--- src/rtl/module_keypad_scanner.sv ---
// Matrix keypad scanner: walks a one-cold column drive, debounces the row response
// and hands each debounced key press to a valid/ready consumer exactly once.
module module_keypad_scanner #(
  parameter int N_ROWS       = 4,
  parameter int N_COLS       = 4,
  parameter int SCAN_DIV     = 1000,
  parameter int DEBOUNCE_CYC = 50000,
  localparam int CW          = $clog2(N_ROWS*N_COLS)
) (
  input  logic              clk_i,
  input  logic              rst_n_i,
  input  logic [N_ROWS-1:0] fila_i,
  output logic [N_COLS-1:0] column_o,
  output logic [CW-1:0]     key_code_o,
  output logic              key_valid_o,
  input  logic              key_ready_i
);

  localparam int RW  = (N_ROWS > 1) ? $clog2(N_ROWS) : 1;
  localparam int CIW = (N_COLS > 1) ? $clog2(N_COLS) : 1;
  localparam int DW  = $clog2(SCAN_DIV);
  localparam int NW  = $clog2(DEBOUNCE_CYC + 1);
  localparam int ZW  = $clog2(N_ROWS + 1);
  localparam logic [DW-1:0]  DIV_LAST = DW'(SCAN_DIV - 1);
  localparam logic [NW-1:0]  DEB_LAST = NW'(DEBOUNCE_CYC - 1);
  localparam logic [CIW-1:0] COL_LAST = CIW'(N_COLS - 1);

  typedef enum logic [1:0] {SCAN, DEBOUNCE, REPORT, RELEASE} state_t;

  state_t            state, state_n;
  logic [N_ROWS-1:0] sync1, rs;
  logic [N_ROWS-1:0] ref_pat, ref_pat_n;
  logic [RW-1:0]     row_idx, row_idx_n;
  logic [CIW-1:0]    col_idx, col_idx_n, col_adv;
  logic [DW-1:0]     div, div_n;
  logic [NW-1:0]     cnt, cnt_n;
  logic [CW-1:0]     key_code, key_code_n;

  // Row decode: exactly one low line is a key; anything else counts as idle.
  logic [ZW-1:0] n_low;
  logic [RW-1:0] low_idx;
  logic          row_ok;

  always_comb begin
    n_low   = '0;
    low_idx = '0;
    for (int i = 0; i < N_ROWS; i++) begin
      if (!rs[i]) begin
        n_low   = n_low + 1'b1;
        low_idx = RW'(i);
      end
    end
    row_ok = (n_low == ZW'(1));
  end

  assign col_adv = (col_idx == COL_LAST) ? '0 : col_idx + 1'b1;

  always_comb begin
    for (int i = 0; i < N_COLS; i++) column_o[i] = (col_idx != CIW'(i));
  end

  always_comb begin
    state_n    = state;
    ref_pat_n  = ref_pat;
    row_idx_n  = row_idx;
    col_idx_n  = col_idx;
    div_n      = div;
    cnt_n      = cnt;
    key_code_n = key_code;
    case (state)
      SCAN: begin
        if (div == DIV_LAST) begin
          div_n     = '0;
          col_idx_n = col_adv;
        end else begin
          div_n = div + 1'b1;
        end
        // The first two cycles of a dwell still show the previous column through the synchroniser.
        if (row_ok && div >= DW'(2)) begin
          state_n   = DEBOUNCE;
          ref_pat_n = rs;
          row_idx_n = low_idx;
          col_idx_n = col_idx;
          div_n     = '0;
          cnt_n     = NW'(1);
        end
      end
      DEBOUNCE: begin
        if (rs == ref_pat) begin
          if (cnt == DEB_LAST) begin
            state_n    = REPORT;
            key_code_n = CW'(row_idx) * CW'(N_COLS) + CW'(col_idx);
          end else begin
            cnt_n = cnt + 1'b1;
          end
        end else begin
          state_n   = SCAN;
          div_n     = '0;
          col_idx_n = col_adv;
          cnt_n     = '0;
        end
      end
      REPORT: begin
        if (key_ready_i) begin
          state_n = RELEASE;
          cnt_n   = '0;
        end
      end
      RELEASE: begin
        if (row_ok) begin
          cnt_n = '0;
        end else if (cnt == DEB_LAST) begin
          state_n   = SCAN;
          div_n     = '0;
          col_idx_n = col_adv;
          cnt_n     = '0;
        end else begin
          cnt_n = cnt + 1'b1;
        end
      end
      default: state_n = SCAN;
    endcase
  end

  always_ff @(posedge clk_i or negedge rst_n_i) begin
    if (!rst_n_i) begin
      state    <= SCAN;
      sync1    <= '1;
      rs       <= '1;
      ref_pat  <= '1;
      row_idx  <= '0;
      col_idx  <= '0;
      div      <= '0;
      cnt      <= '0;
      key_code <= '0;
    end else begin
      state    <= state_n;
      sync1    <= fila_i;
      rs       <= sync1;
      ref_pat  <= ref_pat_n;
      row_idx  <= row_idx_n;
      col_idx  <= col_idx_n;
      div      <= div_n;
      cnt      <= cnt_n;
      key_code <= key_code_n;
    end
  end

  assign key_valid_o = (state == REPORT);
  assign key_code_o  = key_code;

endmodule

--- config.mk ---
export PLATFORM = sky130hd
export DESIGN_NAME = module_keypad_scanner
export DESIGN_NICKNAME = d
export VERILOG_FILES = /design/src/rtl/module_keypad_scanner.sv
export SDC_FILE = /design/constraint.sdc
export NUM_CORES = 1
export LEC_CHECK = 0
export BUFFER_PORTS_ARGS = -buffer_cell sky130_fd_sc_hd__buf_2
export CORE_MARGIN = 2
export CORE_UTILIZATION = 40
export DETAILED_ROUTE_END_ITERATION = 6
export PLACE_DENSITY = 0.6
export SETUP_SLACK_MARGIN = 0.5
export SLEW_MARGIN = 0
export SYNTH_ARGS = -nofsm -noshare
export SYNTH_HDL_FRONTEND = slang
export SYNTH_SLANG_ARGS = --single-unit
--- constraint.sdc ---
create_clock -name clk_i -period 2.8 [get_ports clk_i]
set_input_delay 0.28 -clock clk_i [delete_from_list [all_inputs] [get_ports clk_i]]
set_output_delay 0.28 -clock clk_i [all_outputs]
set_load 0.01 [all_outputs]
# Word-level counts from Yosys, hierarchy flattened
# Cells that the tools add are included.
# totals
word_cells	81
reg_bits	48
# classes
eq_ne	20
n_reduce_logical	10
order_cmp	1
addsub	7
n_mux	34
# ops
operator	count
$mux 16	6
$pmux 16 s4	1
$mux 10	5
$pmux 10 s3	1
$mux 2	14
$add 16x1->16 const B	1
$eq 16x16->1 const B	1
$ne 2x2->1 const B	8
$add 10x1->10 const B	1
$eq 10x10->1 const B	1
$ge 10x2->1 const B	1
$add 3x1->3 const B	3
$mux 3	3
$pmux 2 s4	1
$eq 2x2->1 const B	3
$ne 3x3->1 const B	2
$pmux 2 s3	1
$reduce_and 3->1	2
$reduce_and 6->1	1
$reduce_and 5->1	1
$add 4x2->4	1
$eq 4x4->1	1
$ne 2x1->1 const B	2
$reduce_and 4->1	1
9 further kinds	10

# Logic depth before layout (Yosys ltp)
# depth
depth_word	11
mapped_depth	12
ltp_nobuf	11

# Worst setup path after synthesis
# OpenSTA, ideal clock, no wires.
# synth_path
path_type	register to register
start	register rs[0]
end	register cnt[11]
slack_ns	-0.261
period_less_slack_ns	3.061
path_buffers	1
path_stages_with_launch	12
arrival_time_ns	2.940
path_cell_list	dfstp_2 > inv_1 > ha_1 > xnor2_1 > ha_1 > or3_1 > o211a_2 > or3_4 > a32o_1 > buf_6 > a21o_1 > a22o_1
# synth_via
elab_chain_cells	11
word_cells_on_any_way	16
cone_classes	add/sub (3); eq/ne (4); mux (7); reduce/logical (2)
# synth_lines
item	line_no	text
from (decl)	31	logic [N_ROWS-1:0] sync1, rs;
from (signal assigned)	139	rs <= sync1;
$mux 1	48	if (!rs[i]) begin
$add 3x1->3	49	n_low = n_low + 1'b1;
$mux 3	48	
$add 3x1->3	49	
$mux 3	48	
$add 3x1->3	49	
$mux 3	48	
$eq 3x1->1	53	row_ok = (n_low == ZW'(1));
$logic_and 1x1->1	79	if (row_ok && div >= DW'(2)) begin
$ne 2x2->1 (no source line)	--	
$reduce_and 3->1 (no source line)	--	
to (signal assigned)	144	cnt <= cnt_n;
to (decl)	36	logic [NW-1:0] cnt, cnt_n;
# Parallel ways exist; a longest one is shown, timed or not.
# A chain may end at the register's enable or synchronous reset.

# Final worst setup path
# layout_path
start	register rs[0]
end	register div[3]
# layout_via
elab_chain_cells	11
word_cells_on_any_way	15
cone_classes	add/sub (3); eq/ne (4); mux (6); reduce/logical (2)
# layout_lines
item	line_no	text
$mux 1	48	
$add 3x1->3	49	
$mux 3	48	
$add 3x1->3	49	
$mux 3	48	
$add 3x1->3	49	
$mux 3	48	
$eq 3x1->1	53	
$logic_and 1x1->1	79	
$mux 10	79	
$pmux 10 s3	70	case (state)
to (signal assigned)	143	div <= div_n;
to (decl)	35	logic [DW-1:0] div, div_n;
# Parallel ways exist; a longest one is shown, timed or not.

==> results.md <==
- Synth Flop Type: dfrtp_1
- Gate power share: 0.551
- Hold-fix buffers at CTS: 0
- CP cell instances: inv_2, ha_4, xnor2_2, ha_1, or3_1, o211a_4, nor4_4, buf_4, a2111o_1, buf_6, nand2b_4, o21ai_2
- Int Pwr: 1.832 mW
- Area of the multi-input gates: 1654 µm²
- Count of different cell masters after synthesis: 52
- Endpoints failing hold: 0
- First-pass GRT wire length: 10370 µm
- Max-slew headroom: 0.3361
- Crit path required time: 2.98 ns
- Tcrit/Tclk final: 1.054
- Num CTS Buffers: 5
- Final setup vio count: 32
- Sequential share of the synthesized area: 0.4380
- Antenna diodes: 0
- Sw power: 1.150 mW
- Synth-to-layout area growth: 26.32%
- Clk_lat worst skew: 0.30 ns
- Share of the synthesized area in the top cell type: 0.3245
- Syn_area_per_cell: 10.10 µm²
- Arr. time, crit path: 3.13 ns
- Fmax: 338.8 MHz
- Setup skew after layout: 0.01553 ns
- Crit Path Max Fanout: 5
- Post-Syn Area: 2776 µm²
- FF-to-FF Start: rs[0]
- RSZ-0062 raised after global routing: true
- Post-route insts no fill: 406
- Initial DRC count: 100
- Setup_tns: -2.917 ns
- Async set or reset register ratio after synthesis: 1.000
- Residual DRC: 0
- Switching Share: 0.3858
- Longest Clk Path Bufs: 2
- Die Y-Extent: 87.31 µm
- Yosys warns: 0
- Top cells by count, synth: dfrtp_1, nand2_1, o21ai_0
- Min Clock Period, post-route: 2.952 ns
- Vias in the first global route: 2242
- Initial Util: 0.4109
- Reg area: 1216 µm²
- Worst-Margin Slew: 0.9958 ns
- Synthesized instance count: 275
- Antenna violations before repair: 0
- Rows: 30
- EDFF count, synth: 0
- Die ar.: 7623 µm²
- Layout cells sized above 1: 0.3681
- Root Driver: clkbuf_8
- Crit start category: flip-flop
- CP max stage cell: dfstp_2
- Setup ws final: -0.1517 ns
- Die W: 87.31 µm
- Synth area leaders: dfrtp_1, dfstp_2, ha_1
- Worst Setup SP: rs[0]
- Port buffer count: 15
- Status: complete, but fails checks
- Net Count, Synth: 297
- Yosys reg bits: 48
- Global route overflow: 0
- Clock transition at the registers of the reported paths: 0.09 ns
- VDD IR-drop max: 0.5542 mV
- Placed insts: 388
- CP Class: flip-flop to flip-flop
- Core area: 6756 µm²
- Post-route ant nets: 0
- IO Count: 16
- CTS sink cnt: 48
- R2R Setup Slk: -0.15 ns
- Max-cap violations: 0
- Critical path capture point type: flip-flop
- Detailed-router iteration count before antenna repair: 4
- TritonCTS clock tree: yes
- GP Congestion: 0.8249
- Via/cell ratio: 5.549
- Nets: 347
- Worst Setup EP: div[3]
- Dpl hpwl: 4175 µm
- Leak: 1.581 nW
- Vias: 2253
- Drt wl/cell: 15.06 µm
- Violated checks: setup timing
- Clk network pwr share: 0.139
- Largest stage delay on the critical path: 0.55 ns
- Worst hold path type: input pin to flip-flop
- H-tree levels: 2
- Count leader, synth: dfrtp_1
- R2R cell count: 12
- Synth area leader: dfrtp_1
- Design Power: 2.982 mW
- Final slew viol count: 0
- Cell area power density: 850.4 nW/µm²
- Global Route Usage Sum: 0.1698
- FF-to-FF End: div[3]
- WL final: 6116 µm
- Fill count: 612
- Core Util, Final: 0.5191
- Flop pwr share: 0.310
- Largest net degree at the start of global routing: 44
state kept, by name, indices dropped and copies added, names as in the netlist, named ones only:
signal	flops
state	1
key_code_o	4
row_idx	2
sync1	4
cnt	16
col_idx	2
ref_pat	4
div	10
rs	4
cells in the final DEF (no fill, tap or decap), types with 3 or more instances in the layout:
cell      instances
nor4_1            4
nor2_1           15
buf_6            11
a21o_1            5
nor3_1            7
and3_1            8
o21ai_2           6
nor2b_1           5
nand2_2           5
o21bai_1          6
mux2i_1           3
buf_2            15
nand2_1          16
a22o_1            7
dfstp_2          12
o31ai_1           3
nand4_1           3
ha_1             14
dfrtp_1          36
buf_4            23
nand2b_4          3
or3_1             3
xor2_1            3
mux2_4            3
nand3_1          12
o31ai_2           3
clkbuf_8          5
o21ai_1          11
inv_1            14
mux2_2            7
a21oi_2           4
critical path, delay by kind of cell (launching register included):
kind            cells  cell delay (ns)
xor+xnor            1             0.13
fa+ha+maj           2             0.52
compound gates      3             0.42
simple gates        3             0.81
flops               1             0.55
buf+inv             3             0.39
per-layer routing:
layer,share of wire,GRT usage,routed length [µm]
met4,0.012,0.04895,75
met3,0.023,0.03033,138
met5,0,0,0
met1,0.49,0.2383,3004
met2,0.47,0.2679,2897
logic make-up (layout without fill, tap and decap cells):
| family | after synthesis | in the layout | synth area share |
|---|---|---|---|
| fa+ha+maj | 15 | 15 | 0.06760 |
| simple gates | 104 | 104 | 0.2042 |
| compound gates | 66 | 66 | 0.1798 |
| mux | 13 | 13 | 0.05138 |
| buf+inv | 23 | 74 | 0.04011 |
| xor+xnor | 6 | 6 | 0.01893 |
| flops | 48 | 48 | 0.4380 |
repair_timing:
item	4_1_cts	5_1_grt
buffers inserted	5	4
resized for setup	14	39
cloned	0	1
pin swaps	6	22
setup endpoints to repair	36	40
power groups by stage:
stage	combinational (mW)	sequential (mW)	clock, mW
detailed placement	1.26	0.926	0
CTS	1.41	0.915	0.430
finish	1.64	0.924	0.414
global placement	1.23	0.922	0
global route	1.80	0.940	0.454
floorplan	0.962	0.899	0
worst min-delay path by stage:
| stage | start | end | slack (ns) | depth (start not counted) |
|---|---|---|---|---|
| floorplan | rst_n_i | asynchronous set/reset pin | -0.02 | 0 |
| global placement | sync1[1] | rs[1] | 0.35 | 0 |
| detailed placement | sync1[0] | rs[0] | 0.35 | 0 |
| CTS | fila_i[2] | sync1[2] | 0.06 | 1 |
| global route | fila_i[0] | sync1[0] | 0.05 | 1 |
| finish | fila_i[2] | sync1[2] | 0.07 | 1 |
cell type report:
type,count,share of cell area
repair buffers,50,0.1117
inverters,16,0.01712
multi-input cells,204,0.4716
well taps,80,0.02854
clock inverters,1,0.002497
clock buffers,7,0.02176
flip-flops and latches,48,0.3468
per-stage QoR:
step	hold WS (ns)	worst slack, ns	cell area, µm²
finish	0.06678	-0.1517	3507
global route	0.05323	-0.2613	3507
CTS	0.05996	-0.1553	3316
detailed placement	0.3470	-0.1396	3128
global placement	0.3473	-0.09712	3128
floorplan	-0.01559	-0.09538	2829
(Power assumes the default switching activity.)
